`config.mk`:
```
export PLATFORM = sky130hd
export DESIGN_NAME = dshot_tx_encoder
export DESIGN_NICKNAME = d
export VERILOG_FILES = /design/src/rtl/dshot_pkg.sv /design/src/rtl/dshot_frame_builder.sv /design/src/rtl/dshot_tx_encoder.sv
export SDC_FILE = /design/constraint.sdc
export NUM_CORES = 1
export LEC_CHECK = 0
export CORE_MARGIN = 3
export CORE_UTILIZATION = 45
export DETAILED_ROUTE_END_ITERATION = 8
export PLACE_DENSITY = 0.68
export SKIP_LAST_GASP = 1
export SYNTH_ARGS = -nofsm -noshare
export SYNTH_HDL_FRONTEND = slang
export SYNTH_HIERARCHICAL = 1
export SYNTH_SLANG_ARGS = --single-unit
```
`constraint.sdc`:
```
create_clock -name clk -period 2 [get_ports clk]
set_clock_uncertainty 0.2 [all_clocks]
set_input_delay 0.3 -clock clk [delete_from_list [all_inputs] [get_ports clk]]
set_output_delay 0.3 -clock clk [all_outputs]
set_load 0.02 [all_outputs]
```
`src/rtl/dshot_pkg.sv`:
```
// DShot shared definitions: timing derivation, frame width, CRC and FSM state encoding.
// Latency: n/a (constants and pure functions only).
// Backpressure: n/a.
package dshot_pkg;

    localparam int FRAME_BITS = 16;

    typedef enum logic [1:0] {
        ST_IDLE   = 2'd0,
        ST_BIT_HI = 2'd1,
        ST_BIT_LO = 2'd2,
        ST_GAP    = 2'd3
    } dshot_state_e;

    // Clock cycles per DShot bit period (integer divide).
    function automatic int cyc_bit(input int clk_hz, input int bit_rate);
        return clk_hz / bit_rate;
    endfunction

    // High time of a '1' bit: three quarters of the bit period.
    function automatic int t1h_cyc(input int cyc);
        return (cyc * 3) / 4;
    endfunction

    // High time of a '0' bit: three eighths of the bit period.
    function automatic int t0h_cyc(input int cyc);
        return (cyc * 3) / 8;
    endfunction

    // 4-bit checksum over the 12-bit payload {throttle, telem}.
    function automatic logic [3:0] dshot_crc(input logic [11:0] v12);
        return v12[11:8] ^ v12[7:4] ^ v12[3:0];
    endfunction

endpackage

```
`src/rtl/dshot_frame_builder.sv`:
```
// Builds the 16-bit DShot frame {throttle, telem, crc} from the raw command.
// Latency: combinational, zero cycles.
// Backpressure: none; output simply follows the inputs.
module dshot_frame_builder
    import dshot_pkg::*;
(
    input  logic [10:0] throttle_i,
    input  logic        telem_i,
    output logic [15:0] frame_o
);

    logic [11:0] v12;

    // Payload is throttle followed by the telemetry request, checksum appended.
    always_comb begin
        v12     = {throttle_i, telem_i};
        frame_o = {v12, dshot_crc(v12)};
    end

endmodule

```
`src/rtl/dshot_tx_encoder.sv`:
```
// DShot transmitter: latches a frame on send&&ready and serialises it MSB-first with a trailing low gap.
// Latency: line rises one clock after the accept edge; frame plus gap lasts (16+GAP_BITS)*CYC_BIT cycles.
// Backpressure: ready low from accept until the gap ends; send while busy is dropped, never queued.
module dshot_tx_encoder
    import dshot_pkg::*;
#(
    parameter int CLK_HZ   = 16000000,
    parameter int BIT_RATE = 150000,
    parameter int GAP_BITS = 2
) (
    input  logic        clk,
    input  logic        rst_n,
    input  logic [10:0] throttle_i,
    input  logic        telem_i,
    input  logic        send_i,
    output logic        ready_o,
    output logic        dshot_out_o,
    output logic        frame_done_o
);

    localparam int CYC_BIT = cyc_bit(CLK_HZ, BIT_RATE);
    localparam int T1H     = t1h_cyc(CYC_BIT);
    localparam int T0H     = t0h_cyc(CYC_BIT);
    localparam int GAP_CYC = GAP_BITS * CYC_BIT;
    localparam int CNT_W   = $clog2(GAP_CYC + 1);

    // Terminal counts (phase length minus one) for each timed phase.
    localparam logic [CNT_W-1:0] T1H_LAST = CNT_W'(T1H - 1);
    localparam logic [CNT_W-1:0] T0H_LAST = CNT_W'(T0H - 1);
    localparam logic [CNT_W-1:0] T1L_LAST = CNT_W'(CYC_BIT - T1H - 1);
    localparam logic [CNT_W-1:0] T0L_LAST = CNT_W'(CYC_BIT - T0H - 1);
    localparam logic [CNT_W-1:0] GAP_LAST = CNT_W'(GAP_CYC - 1);

    dshot_state_e      state_q, state_d;
    logic [CNT_W-1:0]  cnt_q, cnt_d;
    logic [15:0]       shreg_q, shreg_d;
    logic [3:0]        idx_q, idx_d;
    logic              dshot_q;
    logic [15:0]       frame_w;
    logic [CNT_W-1:0]  hi_last;
    logic [CNT_W-1:0]  lo_last;

    dshot_frame_builder u_builder (
        .throttle_i (throttle_i),
        .telem_i    (telem_i),
        .frame_o    (frame_w)
    );

    // Phase lengths depend on the bit currently at the top of the shifter.
    assign hi_last = shreg_q[15] ? T1H_LAST : T0H_LAST;
    assign lo_last = shreg_q[15] ? T1L_LAST : T0L_LAST;

    assign ready_o      = (state_q == ST_IDLE);
    assign frame_done_o = (state_q == ST_GAP) && (cnt_q == GAP_LAST);
    assign dshot_out_o  = dshot_q;

    // Next-state, counter, shifter and bit-index logic.
    always_comb begin
        state_d = state_q;
        cnt_d   = cnt_q;
        shreg_d = shreg_q;
        idx_d   = idx_q;
        case (state_q)
            ST_IDLE: begin
                if (send_i) begin
                    state_d = ST_BIT_HI;
                    cnt_d   = '0;
                    shreg_d = frame_w;
                    idx_d   = 4'(FRAME_BITS - 1);
                end
            end
            ST_BIT_HI: begin
                if (cnt_q == hi_last) begin
                    state_d = ST_BIT_LO;
                    cnt_d   = '0;
                end else begin
                    cnt_d = cnt_q + 1'b1;
                end
            end
            ST_BIT_LO: begin
                if (cnt_q == lo_last) begin
                    cnt_d   = '0;
                    shreg_d = {shreg_q[14:0], 1'b0};
                    if (idx_q == 4'd0) begin
                        state_d = ST_GAP;
                    end else begin
                        state_d = ST_BIT_HI;
                        idx_d   = idx_q - 1'b1;
                    end
                end else begin
                    cnt_d = cnt_q + 1'b1;
                end
            end
            ST_GAP: begin
                if (cnt_q == GAP_LAST) begin
                    state_d = ST_IDLE;
                    cnt_d   = '0;
                end else begin
                    cnt_d = cnt_q + 1'b1;
                end
            end
            default: begin
                state_d = ST_IDLE;
                cnt_d   = '0;
            end
        endcase
    end

    // State registers; the line is a registered copy of "in high phase", so it trails state by one cycle.
    always_ff @(posedge clk or negedge rst_n) begin
        if (!rst_n) begin
            state_q <= ST_IDLE;
            cnt_q   <= '0;
            shreg_q <= '0;
            idx_q   <= '0;
            dshot_q <= 1'b0;
        end else begin
            state_q <= state_d;
            cnt_q   <= cnt_d;
            shreg_q <= shreg_d;
            idx_q   <= idx_d;
            dshot_q <= (state_q == ST_BIT_HI);
        end
    end

endmodule
```
Word level (Yosys, flattened, before mapping)
Cells that the tools add are included.

word-level totals
  register bits = 31
  input port bits = 15
  output and inout bits = 3
  word-level logic and storage cells = 47

operators by class
  $add $sub $neg = 2
  equal/unequal tests = 11
  muxes and demuxes = 20
  bitwise gates (word level) = 2
  reductions and logical operators = 7

operators by type and width
  operator               count
  $mux W16               2
  $mux W8                4
  $pmux W16 S2           1
  $pmux W8 S4            1
  $eq A8 B7 Y1           2
  $mux W7                2
  $mux W4                3
  $mux W2                5
  $add A8 B1 Y8 const B  1
  $eq A8 B8 Y1 const B   1
  $ne A2 B2 Y1 const B   4
  $pmux W2 S4            1
  $pmux W4 S2            1
  $reduce_and A4 Y1      2
  $xor A4 B4 Y4          2
  $eq A2 B2 Y1 const B   2
  $logic_not A4 Y1       1
  $sub A4 B1 Y4 const B  1
  $reduce_and A3 Y1      1
  $eq A2 B1 Y1 const B   1
  $logic_not A2 Y1       1
  $ne A2 B1 Y1 const B   1
  $reduce_bool A2 Y1     1
  $logic_and A1 B1 Y1    1

Longest topological paths before layout
Gate-level depths: netlist (run 1).

  word-level depth = 4
  mapped depth = 8

Cells and area by module
Netlist (run 1), hierarchy kept.

by module, submodules not included
  module               instances  cells each  area each (um^2)
  dshot_tx_encoder     1          185         1680.4
  dshot_frame_builder  1          16          185.2

Worst setup path after synthesis (run 1)
Ideal clock, no wire load.

  kind = reg2reg
  start = register cnt_q[0]
  end = register cnt_q[6]
  arrival = 1.649 ns
  slack = 0.028 ns
  stages on the path, launching flop included = 8
  cell sequence = dfrtp_1 -> inv_1 -> ha_1 -> nor2b_1 -> o211ai_2 -> a32oi_4 -> nor3_1 -> a211o_1

between the ends
  cells in the longest elaborated chain, start to end = 3
  elaborated cells on any way between the ends = 8
  classes of those cells = 1 x add/sub; 3 x eq/ne; 4 x mux

RTL lines
  item                                   RTL line                                                                text
  from (decl)                            dshot_tx_encoder.sv:35                                                  logic [CNT_W-1:0] cnt_q, cnt_d;
  from (signal assigned)                 dshot_tx_encoder.sv:119                                                 cnt_q <= cnt_d;
  $add A8 B1 Y8 (tied with other cells)  dshot_tx_encoder.sv:77, dshot_tx_encoder.sv:91, dshot_tx_encoder.sv:99
  $mux W8, on equally long branches      dshot_tx_encoder.sv:95, dshot_tx_encoder.sv:73, dshot_tx_encoder.sv:81
  $pmux W8 S4 *                          dshot_tx_encoder.sv:63                                                  case (state_q)

Mark *: on every way between the ends. The rest lies on a longest branch, timed or not.
A chain may end at the register's enable or synchronous reset.

Worst setup path after layout (run 1)
  start = register cnt_q[1]
  end = register cnt_q[6]

Same word-level chain as after synthesis.

==> impl_metrics.yaml, run 1 <==
critical_path:
  timing.reg2reg.worst_path_depth: 7
  path_class: "register to register"
  cp_startpoint_kind: "register"
  timing.critical_path.fanout_max: 8
  worst_reg2reg_path_startpoint: "cnt_q[1]$_DFFE_PN0N_"
  cp_data_arrival_time_ns: 2.01
  worst-r2r-setup-slack_ns: -0.04
  critical_path_required_ns: 1.96
  setup.worst_path.start: "cnt_q[1]$_DFFE_PN0N_"
  end_kind: "register"
  cp-endpoint: "cnt_q[6]$_DFFE_PN0N_"
  r2r-end: "cnt_q[6]$_DFFE_PN0N_"
placement:
  routabilityCongestion: 0.8692
  hpwlAfterDp_microns: 2878
  post_dp_cell_area_sq_um: 2140
  placement.io_buffers: 17
cts:
  cts-htree-levels: 2
  clockBufferDepth: 2
  clock-root-buffer: "sky130_fd_sc_hd__clkbuf_8"
  tritoncts: "yes"
  clock_sink_count: 31
  worst_setup_hold_path_clk_slew_ns: 0.07
  clkLatencyLatePin_ns: 0.29
  numCtsBuffers: 5
logic_synthesis:
  synth_largest_type_area_fraction_pct: 41.58
  post_synth_inst_count: 201
  synth_top_cell_by_area: "sky130_fd_sc_hd__dfrtp_1"
  synthesis.area_sq_um: 1866
  post_synthesis_sequential_area_ratio_pct: 41.58
  synth.mux.area_fraction_pct: 0.6036
  synth_ff_type: "sky130_fd_sc_hd__dfrtp_1"
  synth-compound-area-share_pct: 16.57
  asyncSetResetFlopFracSynth_pct: 100.0
  yosys.area_share.simple_pct: 23.07
  most_frequently_used_cell_type_in_the_post_synthesis_netlist: "sky130_fd_sc_hd__nand2_1"
  post_synth_most_frequent_cells: "sky130_fd_sc_hd__nand2_1, sky130_fd_sc_hd__dfrtp_1, sky130_fd_sc_hd__nor2_1"
  ys_seq_elements: 31
  yosys_warn_count: 6
  synthesized_area_fraction_occupied_by_xor_and_xnor_cells_pct: 6.506
  yosys.area_share.adder_pct: 2.683
  largest_family_of_logic_cells_by_synthesized_area: "simple AND/OR/NAND/NOR gates"
  avgSynthCellArea_sq_um: 9.281
  synth-edff-count: 0
  synth_cell_types: 43
  postSynthNetCount: 220
  netlist_top_cells_area: "sky130_fd_sc_hd__dfrtp_1, sky130_fd_sc_hd__nand2_1, sky130_fd_sc_hd__xor3_1"
detailed_routing:
  routed_wire_length_per_instance_microns: 15.14
  num_vias: 1577
  via_per_inst: 5.514
  final_antenna_net_count: 0
  drt_iter0_markers: 79
  first_pass_iteration_count_of_the_detailed_router: 4
  drcViolationCount: 0
  routed_wl_microns: 4329
layout:
  finalNetCount: 257
  postLayoutCellArea_sq_um: 2410
  area_growth_syn_to_layout_pct: 29.17
  antennaDiodeCount: 0
  ff_latch_area_sq_um: 775.7
  drive_above_1_share_pct: 26.05
  multi_input_area_sq_um: 982.2
  post-route-util_pct: 62.98
  n_fill_cell: 302
sta:
  timing.final.max_slew_violations: 0
  hold-worst-slack_ns: 0.2073
  worstMarginPinSlew_ns: 0.5922
  fin_crit_sh_pct: 102.1
  rsz_0062_raised_after_global_routing: "yes"
  finalWorstPathRequiredPeriod_ns: 2.042
  fmax_ghz: 0.4898
  setup_tns_ns: -0.08054
  timing.final.ws_setup_ns: -0.04184
  setup_violations: 6
  relSlewSlack_pct: 60.52
  final-hold-violation-count: 0
grt:
  first_global_vias: 1517
  grt_antenna_before_repair: 0
  grt_use_total_pct: 17.45
  pin_count_of_the_biggest_net_entering_global_routing: 32
  grt_overflow: 0
  global_route_wire_length_before_repair_microns: 6893
floorplan:
  fp-row-count: 22
  die_x_microns: 70.39
  start_util_pct: 48.76
  die_ar_sq_um: 4954
  design.core.area_sq_um: 3826
  die_height_microns: 70.39
  io_pins: 18
worst_hold_path:
  kind_of_path_behind_the_tightest_hold_check: "primary input to asynchronous set/reset pin"
job:
  max_cap_viol_count: 0
run_status:
  outcome: "finished, violations left"
  violations_in_the_final_reports: "negative setup slack"
power:
  peakVddDrop_mv: 0.6945
  static_leakage_power_nw: 1.073
  power.density_nw_per_um2: 1156
  power.total_mw: 2.787
[metrics by stage]
step / std cells / setup WS [ns]
final: 286 / -0.04184
after floorplan: 201 / 0.02754
after global routing: 286 / -0.08887
after CTS: 275 / -0.06105
after global placement: 267 / -0.1509
after detailed placement: 267 / -0.1398
[worst min path at each step]
stage                      startpoint                 endpoint  slack (ns)  cells past startpoint
6_report                        rst_n  shreg_q[11]$_DFFE_PN0P_        0.21                      2
3_3_place_gp   shreg_q[7]$_DFFE_PN0P_   shreg_q[8]$_DFFE_PN0P_        0.32                      2
3_5_place_dp   shreg_q[7]$_DFFE_PN0P_   shreg_q[8]$_DFFE_PN0P_        0.34                      2
4_1_cts                         rst_n  shreg_q[11]$_DFFE_PN0P_        0.22                      2
2_1_floorplan                   rst_n     cnt_q[0]$_DFFE_PN0N_       -0.20                      0
5_1_grt                         rst_n  shreg_q[11]$_DFFE_PN0P_        0.25                      2
[layout make-up]
| cell class | instances | share of cell area (%) |
|---|---|---|
| Clock buffer | 6 | 3.427 |
| Multi-Input combinational cell | 141 | 40.76 |
| Inverter | 7 | 1.090 |
| Clock inverter | 1 | 0.2077 |
| Tap cell | 48 | 2.492 |
| Sequential cell | 31 | 32.19 |
| Timing Repair Buffer | 52 | 19.83 |
[layout by cell type, fill, tap and decap left out, types with 4 or more instances in the layout]
cell,instances
sky130_fd_sc_hd__clkdlybuf4s50_1,15
sky130_fd_sc_hd__inv_1,6
sky130_fd_sc_hd__dfrtp_1,31
sky130_fd_sc_hd__a21oi_1,5
sky130_fd_sc_hd__buf_4,29
sky130_fd_sc_hd__nor2_1,21
sky130_fd_sc_hd__buf_6,5
sky130_fd_sc_hd__nand2_1,38
sky130_fd_sc_hd__a31oi_1,15
sky130_fd_sc_hd__xor3_1,4
sky130_fd_sc_hd__clkbuf_8,6
[logic make-up after synthesis]
logic type      after synthesis
compound gates               41
simple gates                 88
xor+xnor                      7
fa+ha+maj                     4
flops                        31
mux                           1
buf+inv                      29
[where the power goes]
part	internal, mW	leakage [nW]	total, mW	switching, mW
Combinational	0.619	0.702	1.16	0.541
Clock	0.269	0.0470	0.493	0.224
Sequential	0.900	0.324	1.13	0.233
[routing by layer]
metal	track usage, %	vias to the layer above	part of all wire [%]
li1	-	760	-
met1	21.43	778	44
met2	29.31	33	52
met3	5.036	6	3.6
met4	5.532	0	1.2
met5	0	-	0
[flip-flops by register name (all words and copies together), names as in the netlist]
register,cells
state_q,2
shreg_q,16
dshot_out_o,1
idx_q,4
cnt_q,8
[repair_timing]
action                                  4_1_cts  5_1_grt
gates resized for setup                       9       16
buffers inserted                              1       10
gates cloned                                  0        1
endpoints found under the setup margin       23       24
pin swaps                                     2       12
hold buffers                                  0        0
[worst max-delay path, stage by stage, from the launching register on]
cell and delay (ns):
sky130_fd_sc_hd__dfrtp_1 0.39, sky130_fd_sc_hd__buf_6 0.12, sky130_fd_sc_hd__ha_1 0.16, sky130_fd_sc_hd__nor2b_4 0.20, sky130_fd_sc_hd__o211ai_2 0.15, sky130_fd_sc_hd__a32oi_4 0.38
sky130_fd_sc_hd__nor3_2 0.06, sky130_fd_sc_hd__a211o_1 0.26
Note: power is estimated with default switching activity, not from simulation.
==> run 2: changes to the inputs <==
SKIP_LAST_GASP = default   (was 1)
SYNTH_HIERARCHICAL = default   (was 1)
==> run 2 against run 1 <==
The flow still finishes with violations (negative setup slack). Maximum frequency decreased by 5.2%. Critical path depth unchanged. Synthesized area decreased by 5.0%. Register-to-register slack got worse by 0.11 ns. Critical path type unchanged.
==> impl_metrics.yaml, run 2 <==
logic_synthesis:
  yosys_warn_count: 0
  most_frequently_used_cell_type_in_the_post_synthesis_netlist: "sky130_fd_sc_hd__nand2_1"
  ys_seq_elements: 31
  asyncSetResetFlopFracSynth_pct: 100.0
  synth_cell_types: 39
  post_synth_most_frequent_cells: "sky130_fd_sc_hd__nand2_1, sky130_fd_sc_hd__dfrtp_1, sky130_fd_sc_hd__nor2_1"
  avgSynthCellArea_sq_um: 8.821
  synthesis.area_sq_um: 1773
  netlist_top_cells_area: "sky130_fd_sc_hd__dfrtp_1, sky130_fd_sc_hd__nand2_1, sky130_fd_sc_hd__nor2_1"
  synth_ff_type: "sky130_fd_sc_hd__dfrtp_1"
  synth_largest_type_area_fraction_pct: 43.75
  post_synth_inst_count: 201
  post_synthesis_sequential_area_ratio_pct: 43.75
  synth-edff-count: 0
  postSynthNetCount: 220
  synth_top_cell_by_area: "sky130_fd_sc_hd__dfrtp_1"
run_status:
  violations_in_the_final_reports: "negative setup slack"
  outcome: "finished, violations left"
cts:
  tritoncts: "yes"
  cts-htree-levels: 2
  numCtsBuffers: 5
  clock-root-buffer: "sky130_fd_sc_hd__clkbuf_8"
  clock_sink_count: 31
  worst_setup_hold_path_clk_slew_ns: 0.06
  clkLatencyLatePin_ns: 0.29
  clockBufferDepth: 2
layout:
  final-instance-count-excl-fill: 296
  layout_commonest_cell: "sky130_fd_sc_hd__nand2_1"
  antennaDiodeCount: 0
  multi_input_area_sq_um: 1006
  ff_latch_area_sq_um: 778.2
  area_growth_syn_to_layout_pct: 38.46
  largest_register: "shreg_q"
  post-route-util_pct: 66.06
  finalNetCount: 268
  mostFrequentLayoutCells: "sky130_fd_sc_hd__nand2_1, sky130_fd_sc_hd__buf_4, sky130_fd_sc_hd__nor2_1, sky130_fd_sc_hd__dfrtp_1, sky130_fd_sc_hd__clkdlybuf4s50_1"
  n_fill_cell: 314
  biggestRegsByFlops: "shreg_q x16, cnt_q x8, idx_q x4"
  largest_reg_flops: 16
  drive_above_1_share_pct: 25.81
sta:
  fmax_ghz: 0.4641
  final-hold-violation-count: 0
  relSlewSlack_pct: 71.21
  timing.final.ws_setup_ns: -0.1545
  worstMarginPinSlew_ns: 0.4286
  setup_violations: 23
  finalWorstPathRequiredPeriod_ns: 2.154
  timing.final.max_slew_violations: 0
  fin_crit_sh_pct: 107.7
  rsz_0062_raised_after_global_routing: "yes"
grt:
  grt_antenna_before_repair: 0
  first_global_vias: 1669
  grt_use_total_pct: 21.30
  grt_overflow: 0
  pin_count_of_the_biggest_net_entering_global_routing: 33
  global_route_wire_length_before_repair_microns: 7410
detailed_routing:
  first_pass_iteration_count_of_the_detailed_router: 4
  drcViolationCount: 0
  final_antenna_net_count: 0
  via_per_inst: 5.568
  drt_iter0_markers: 153
  num_vias: 1648
  routed_wl_microns: 4706
  routed_wire_length_per_instance_microns: 15.90
floorplan:
  fp-row-count: 22
  die_height_microns: 68.77
  die_ar_sq_um: 4729
  design.core.area_sq_um: 3716
  io_pins: 18
  start_util_pct: 47.71
  die_x_microns: 68.77
critical_path:
  timing.critical_path.fanout_max: 7
  r2r-end: "cnt_q[3]$_DFFE_PN0N_"
  timing.reg2reg.worst_path_depth: 7
  worst_reg2reg_path_startpoint: "cnt_q[0]$_DFFE_PN0N_"
  cp_startpoint_kind: "register"
  critical_path_required_ns: 1.97
  cp_data_arrival_time_ns: 2.12
  worst-r2r-setup-slack_ns: -0.15
  path_class: "register to register"
  end_kind: "register"
placement:
  placed_cells_incl_taps: 277
  placement.io_buffers: 17
  routabilityCongestion: 0.9836
  hpwlAfterDp_microns: 2888
  pre_cts_ws_ns: -0.2219
worst_hold_path:
  kind_of_path_behind_the_tightest_hold_check: "primary input to asynchronous set/reset pin"
power:
  static_leakage_power_nw: 1.061
  power.density_nw_per_um2: 1059
  peakVddDrop_mv: 0.4559
  power.total_mw: 2.599
job:
  max_cap_viol_count: 0
run 2: changes by cell type after synthesis, sizes merged, moves of 3 or more:
cell / previous run / this run
a211o: 1 / 4
a21oi: 5 / 9
buf: 18 / 6
clkbuf: 4 / 7
mux2i: 0 / 3
nand2: 39 / 34
nor2: 24 / 29
nor3: 2 / 6
o21ai: 3 / 8
xnor2: 2 / 6
xor3: 4 / 0
run 2: what timing repair did:
item | 4_1_cts | 5_1_grt
hold buffers | 0 | 0
setup buffers | 8 | 4
resized for setup | 18 | 13
pin swaps | 5 | 6
gates cloned | 0 | 2
hold endpoints to repair | 0 | 0
setup endpoints to repair | 30 | 30
run 2: layer usage:
layer  vias up  share of wire, %  wire [microns]  GRT usage [%]
met1       813                42            1966          25.56
met5         -                 0               0              0
met4         0               1.3              63          10.95
li1        793                 -               -              -
met3         6               3.9             183          4.214
met2        36                53            2493          36.00
run 2: worst max path at each step:
stage                         startpoint              endpoint  slack, ns  cells past startpoint
floorplan           cnt_q[0]$_DFFE_PN0N_  cnt_q[3]$_DFFE_PN0N_     0.0009                      8
global placement    cnt_q[3]$_DFFE_PN0N_          frame_done_o      -0.11                      4
detailed placement  cnt_q[0]$_DFFE_PN0N_  cnt_q[3]$_DFFE_PN0N_      -0.22                      7
CTS                 cnt_q[4]$_DFFE_PN0N_          frame_done_o      -0.06                      4
global route        cnt_q[0]$_DFFE_PN0N_  cnt_q[5]$_DFFE_PN0N_      -0.21                      8
finish              cnt_q[0]$_DFFE_PN0N_  cnt_q[3]$_DFFE_PN0N_      -0.15                      7
run 2: critical path, cell delays in order (launching register included):
cell	delay, ns
sky130_fd_sc_hd__dfrtp_1	0.42
sky130_fd_sc_hd__ha_2	0.22
sky130_fd_sc_hd__nand2_2	0.06
sky130_fd_sc_hd__o41a_1	0.43
sky130_fd_sc_hd__a22oi_4	0.25
sky130_fd_sc_hd__buf_12	0.15
sky130_fd_sc_hd__nor3_2	0.04
sky130_fd_sc_hd__a211o_1	0.27
run 2: layout make-up:
cell class | count | share of cell area, %
multi-input cells | 151 | 40.98
flip-flops and latches | 31 | 31.70
repair buffers | 54 | 21.00
clock buffers | 6 | 2.956
well taps | 48 | 2.446
inverters | 6 | 0.9174
run 2: per-stage QoR:
step / instance area, sq um / hold WS (ns) / TNS, ns
finish: 2455 / 0.2172 / -1.813
global route: 2455 / 0.2568 / -4.331
CTS: 2323 / 0.2352 / -0.2507
detailed placement: 2120 / 0.3244 / -3.211
global placement: 2120 / 0.3142 / -1.122
floorplan: 1773 / -0.1956 / 0
run 2: cell families (layout without fill, tap and decap cells):
logic type | count (synthesis) | count (layout) | share of synthesized area, %
flops | 31 | 31 | 43.75
mux | 3 | 3 | 1.694
compound gates | 44 | 44 | 17.71
xor+xnor | 9 | 9 | 4.446
fa+ha+maj | 4 | 4 | 2.823
buf+inv | 19 | 66 | 5.574
simple gates | 91 | 91 | 23.99
run 2: where the power goes:
group | internal (mW) | total, mW | leakage (nW) | switching (mW)
logic | 0.633 | 1.14 | 0.673 | 0.505
clock network | 0.232 | 0.461 | 0.0371 | 0.229
registers | 0.839 | 1.00 | 0.350 | 0.162
==> run 3: changes to the inputs <==
CORE_UTILIZATION = 34   (was 45)
PLACE_DENSITY = default   (was 0.68)
==> run 3 against run 2 <==
The flow still finishes with violations (negative setup slack). Register-to-register slack improved by 0.04 ns. Global-route usage shrank 6.9 points. Routed wire length is 10% lower. Die area is 29% higher.
==> impl_metrics.yaml, run 3 (same netlist as run 2, synthesis figures left out) <==
grt:
  grt_use_total_pct: 14.45
  pin_count_of_the_biggest_net_entering_global_routing: 33
  grt_antenna_before_repair: 0
  grt_overflow: 0
  first_global_vias: 1503
  global_route_wire_length_before_repair_microns: 6927
critical_path:
  worst-path-buf-inv: 2
  cp_data_arrival_time_ns: 2.08
  critical_path.top_delay_family: "compound AO/OA/AOI/OAI gates"
  timing.critical_path.fanout_max: 7
  worst_reg2reg_path_startpoint: "cnt_q[4]$_DFFE_PN0N_"
  end_kind: "register"
  crit_slowest_cell: "sky130_fd_sc_hd__o41a_1"
  path_cells: "buf_6, nand4bb_4, o41a_1, a22oi_4, buf_12, nor3_2, a211o_1"
  critical-path-max-stage-delay_ns: 0.44
  path_class: "register to register"
  setup.worst_path.start: "cnt_q[4]$_DFFE_PN0N_"
  cp_startpoint_kind: "register"
  critical_path_required_ns: 1.97
sta:
  fin_crit_sh_pct: 105.6
  hold-worst-slack_ns: 0.2070
  setup_violations: 8
  timing.final.ws_setup_ns: -0.1112
  rsz_0062_raised_after_global_routing: "yes"
  final-hold-violation-count: 0
  fmax_ghz: 0.4737
  finalWorstPathRequiredPeriod_ns: 2.111
  worstMarginPinSlew_ns: 0.4746
  relSlewSlack_pct: 68.12
  timing.final.max_slew_violations: 0
layout:
  final-instance-count-excl-fill: 318
  layout_commonest_cell: "sky130_fd_sc_hd__nand2_1"
  largest_reg_flops: 16
  antennaDiodeCount: 0
  n_fill_cell: 491
  finalNetCount: 269
  area_growth_syn_to_layout_pct: 40.44
  biggestRegsByFlops: "shreg_q x16, cnt_q x8, idx_q x4"
  drive_above_1_share_pct: 26.69
  largest_register: "shreg_q"
  mostFrequentLayoutCells: "sky130_fd_sc_hd__nand2_1, sky130_fd_sc_hd__buf_4, sky130_fd_sc_hd__dfrtp_1, sky130_fd_sc_hd__nor2_1, sky130_fd_sc_hd__clkdlybuf4s50_1"
  post-route-util_pct: 51.03
power:
  share_comb_of_total_power_pct: 41.9
  p_clk_share_pct: 18.9
  power.total_mw: 2.534
  sw_frac_of_total_pct: 34.54
  peakVddDrop_mv: 0.4734
  p_int_mw: 1.659
  static_leakage_power_nw: 1.074
  power.density_nw_per_um2: 1018
  switching_power_mw: 0.8752
  pwr-share-seq_pct: 39.3
detailed_routing:
  routed_wire_length_per_instance_microns: 13.26
  drt_iter0_markers: 96
  drcViolationCount: 0
  routed_wl_microns: 4218
  num_vias: 1555
  via_per_inst: 4.890
  final_antenna_net_count: 0
  first_pass_iteration_count_of_the_detailed_router: 4
placement:
  routabilityCongestion: 0.7990
  placement.io_buffers: 17
  hpwlAfterDp_microns: 2712
  placed_cells_incl_taps: 297
floorplan:
  start_util_pct: 36.33
  die_ar_sq_um: 6117
  fp-row-count: 25
  die_height_microns: 78.21
  io_pins: 18
  die_x_microns: 78.21
  design.core.area_sq_um: 4880
cts:
  ctsHoldBuffers: 0
  clkLatencyLatePin_ns: 0.29
  clockBufferDepth: 2
  cts-htree-levels: 2
  clock_sink_count: 31
  tritoncts: "yes"
  worst_setup_hold_path_clk_slew_ns: 0.07
  clock-root-buffer: "sky130_fd_sc_hd__clkbuf_8"
  numCtsBuffers: 5
job:
  max_cap_viol_count: 0
run_status:
  violations_in_the_final_reports: "negative setup slack"
  outcome: "finished, violations left"
worst_hold_path:
  kind_of_path_behind_the_tightest_hold_check: "primary input to asynchronous set/reset pin"
[run 3: cell types whose count changed in the layout (fill, tap and decap cells not counted), sizes merged]
cell    delta
buf        +3
clkbuf     -3
clkinv     +3
[run 3: area by class of cell]
| type | count | area (sq um) | area share, % |
|---|---|---|---|
| clock buffers | 5 | 68.82 | 2.764 |
| clock inverters | 3 | 15.01 | 0.6030 |
| inverters | 6 | 22.52 | 0.9045 |
| multi-input cells | 151 | 1028 | 41.31 |
| flip-flops and latches | 31 | 775.7 | 31.16 |
| well taps | 67 | 83.83 | 3.367 |
| repair buffers | 55 | 495.5 | 19.90 |
[run 3: final timing paths]
path	end	cells past startpoint	slack [ns]
max in group asynchronous	shreg_q[10]$_DFFE_PN0P_	2	1.09
min	cnt_q[2]$_DFFE_PN0N_	2	0.21
max	cnt_q[3]$_DFFE_PN0N_	7	-0.11
min in group clk	shreg_q[1]$_DFFE_PN0P_	2	0.33
max reg2reg	cnt_q[3]$_DFFE_PN0N_	7	-0.11
min reg2reg	shreg_q[1]$_DFFE_PN0P_	2	0.33
[run 3: metal layers]
layer | wire length (microns) | GRT usage (%) | part of all wire (%) | vias to the layer above
li1 | - | - | - | 790
met1 | 1950 | 19.18 | 46 | 723
met2 | 1982 | 22.95 | 47 | 35
met3 | 208 | 2.867 | 4.9 | 7
met4 | 76 | 6.119 | 1.8 | 0
met5 | 0 | 0 | 0 | -
[run 3: worst register-to-register path: cells and delay by family (launching register included)]
family	cells	cell delay [ns]
buffers and inverters	2	0.27
AND/OR/NAND/NOR	2	0.16
AO/OA/AOI/OAI	3	0.96
flip-flops	1	0.41
[run 3: power groups by stage]
stage	clock network, mW	registers, mW	logic (mW)
2_1_floorplan	0	0.958	0.542
3_3_place_gp	0	0.987	0.841
3_5_place_dp	0	0.988	0.851
4_1_cts	0.496	0.979	0.992
5_1_grt	0.523	1.02	1.17
6_report	0.478	0.995	1.06
[run 3: what timing repair did]
| action | CTS | global route |
|---|---|---|
| setup endpoints to repair | 11 | 31 |
| pin swaps | 10 | 12 |
| gates resized for setup | 17 | 17 |
| cloned | 1 | 0 |
| buffers inserted | 6 | 7 |
[run 3: stage by stage]
stage | TNS, ns | setup WS (ns) | instance area [sq um]
6_report | -0.5981 | -0.1112 | 2490
5_1_grt | -1.291 | -0.1819 | 2490
3_3_place_gp | -0.3851 | -0.08151 | 2163
4_1_cts | -0.4631 | -0.09394 | 2354
3_5_place_dp | -0.6796 | -0.1349 | 2163
2_1_floorplan | 0 | 0.0009062 | 1773
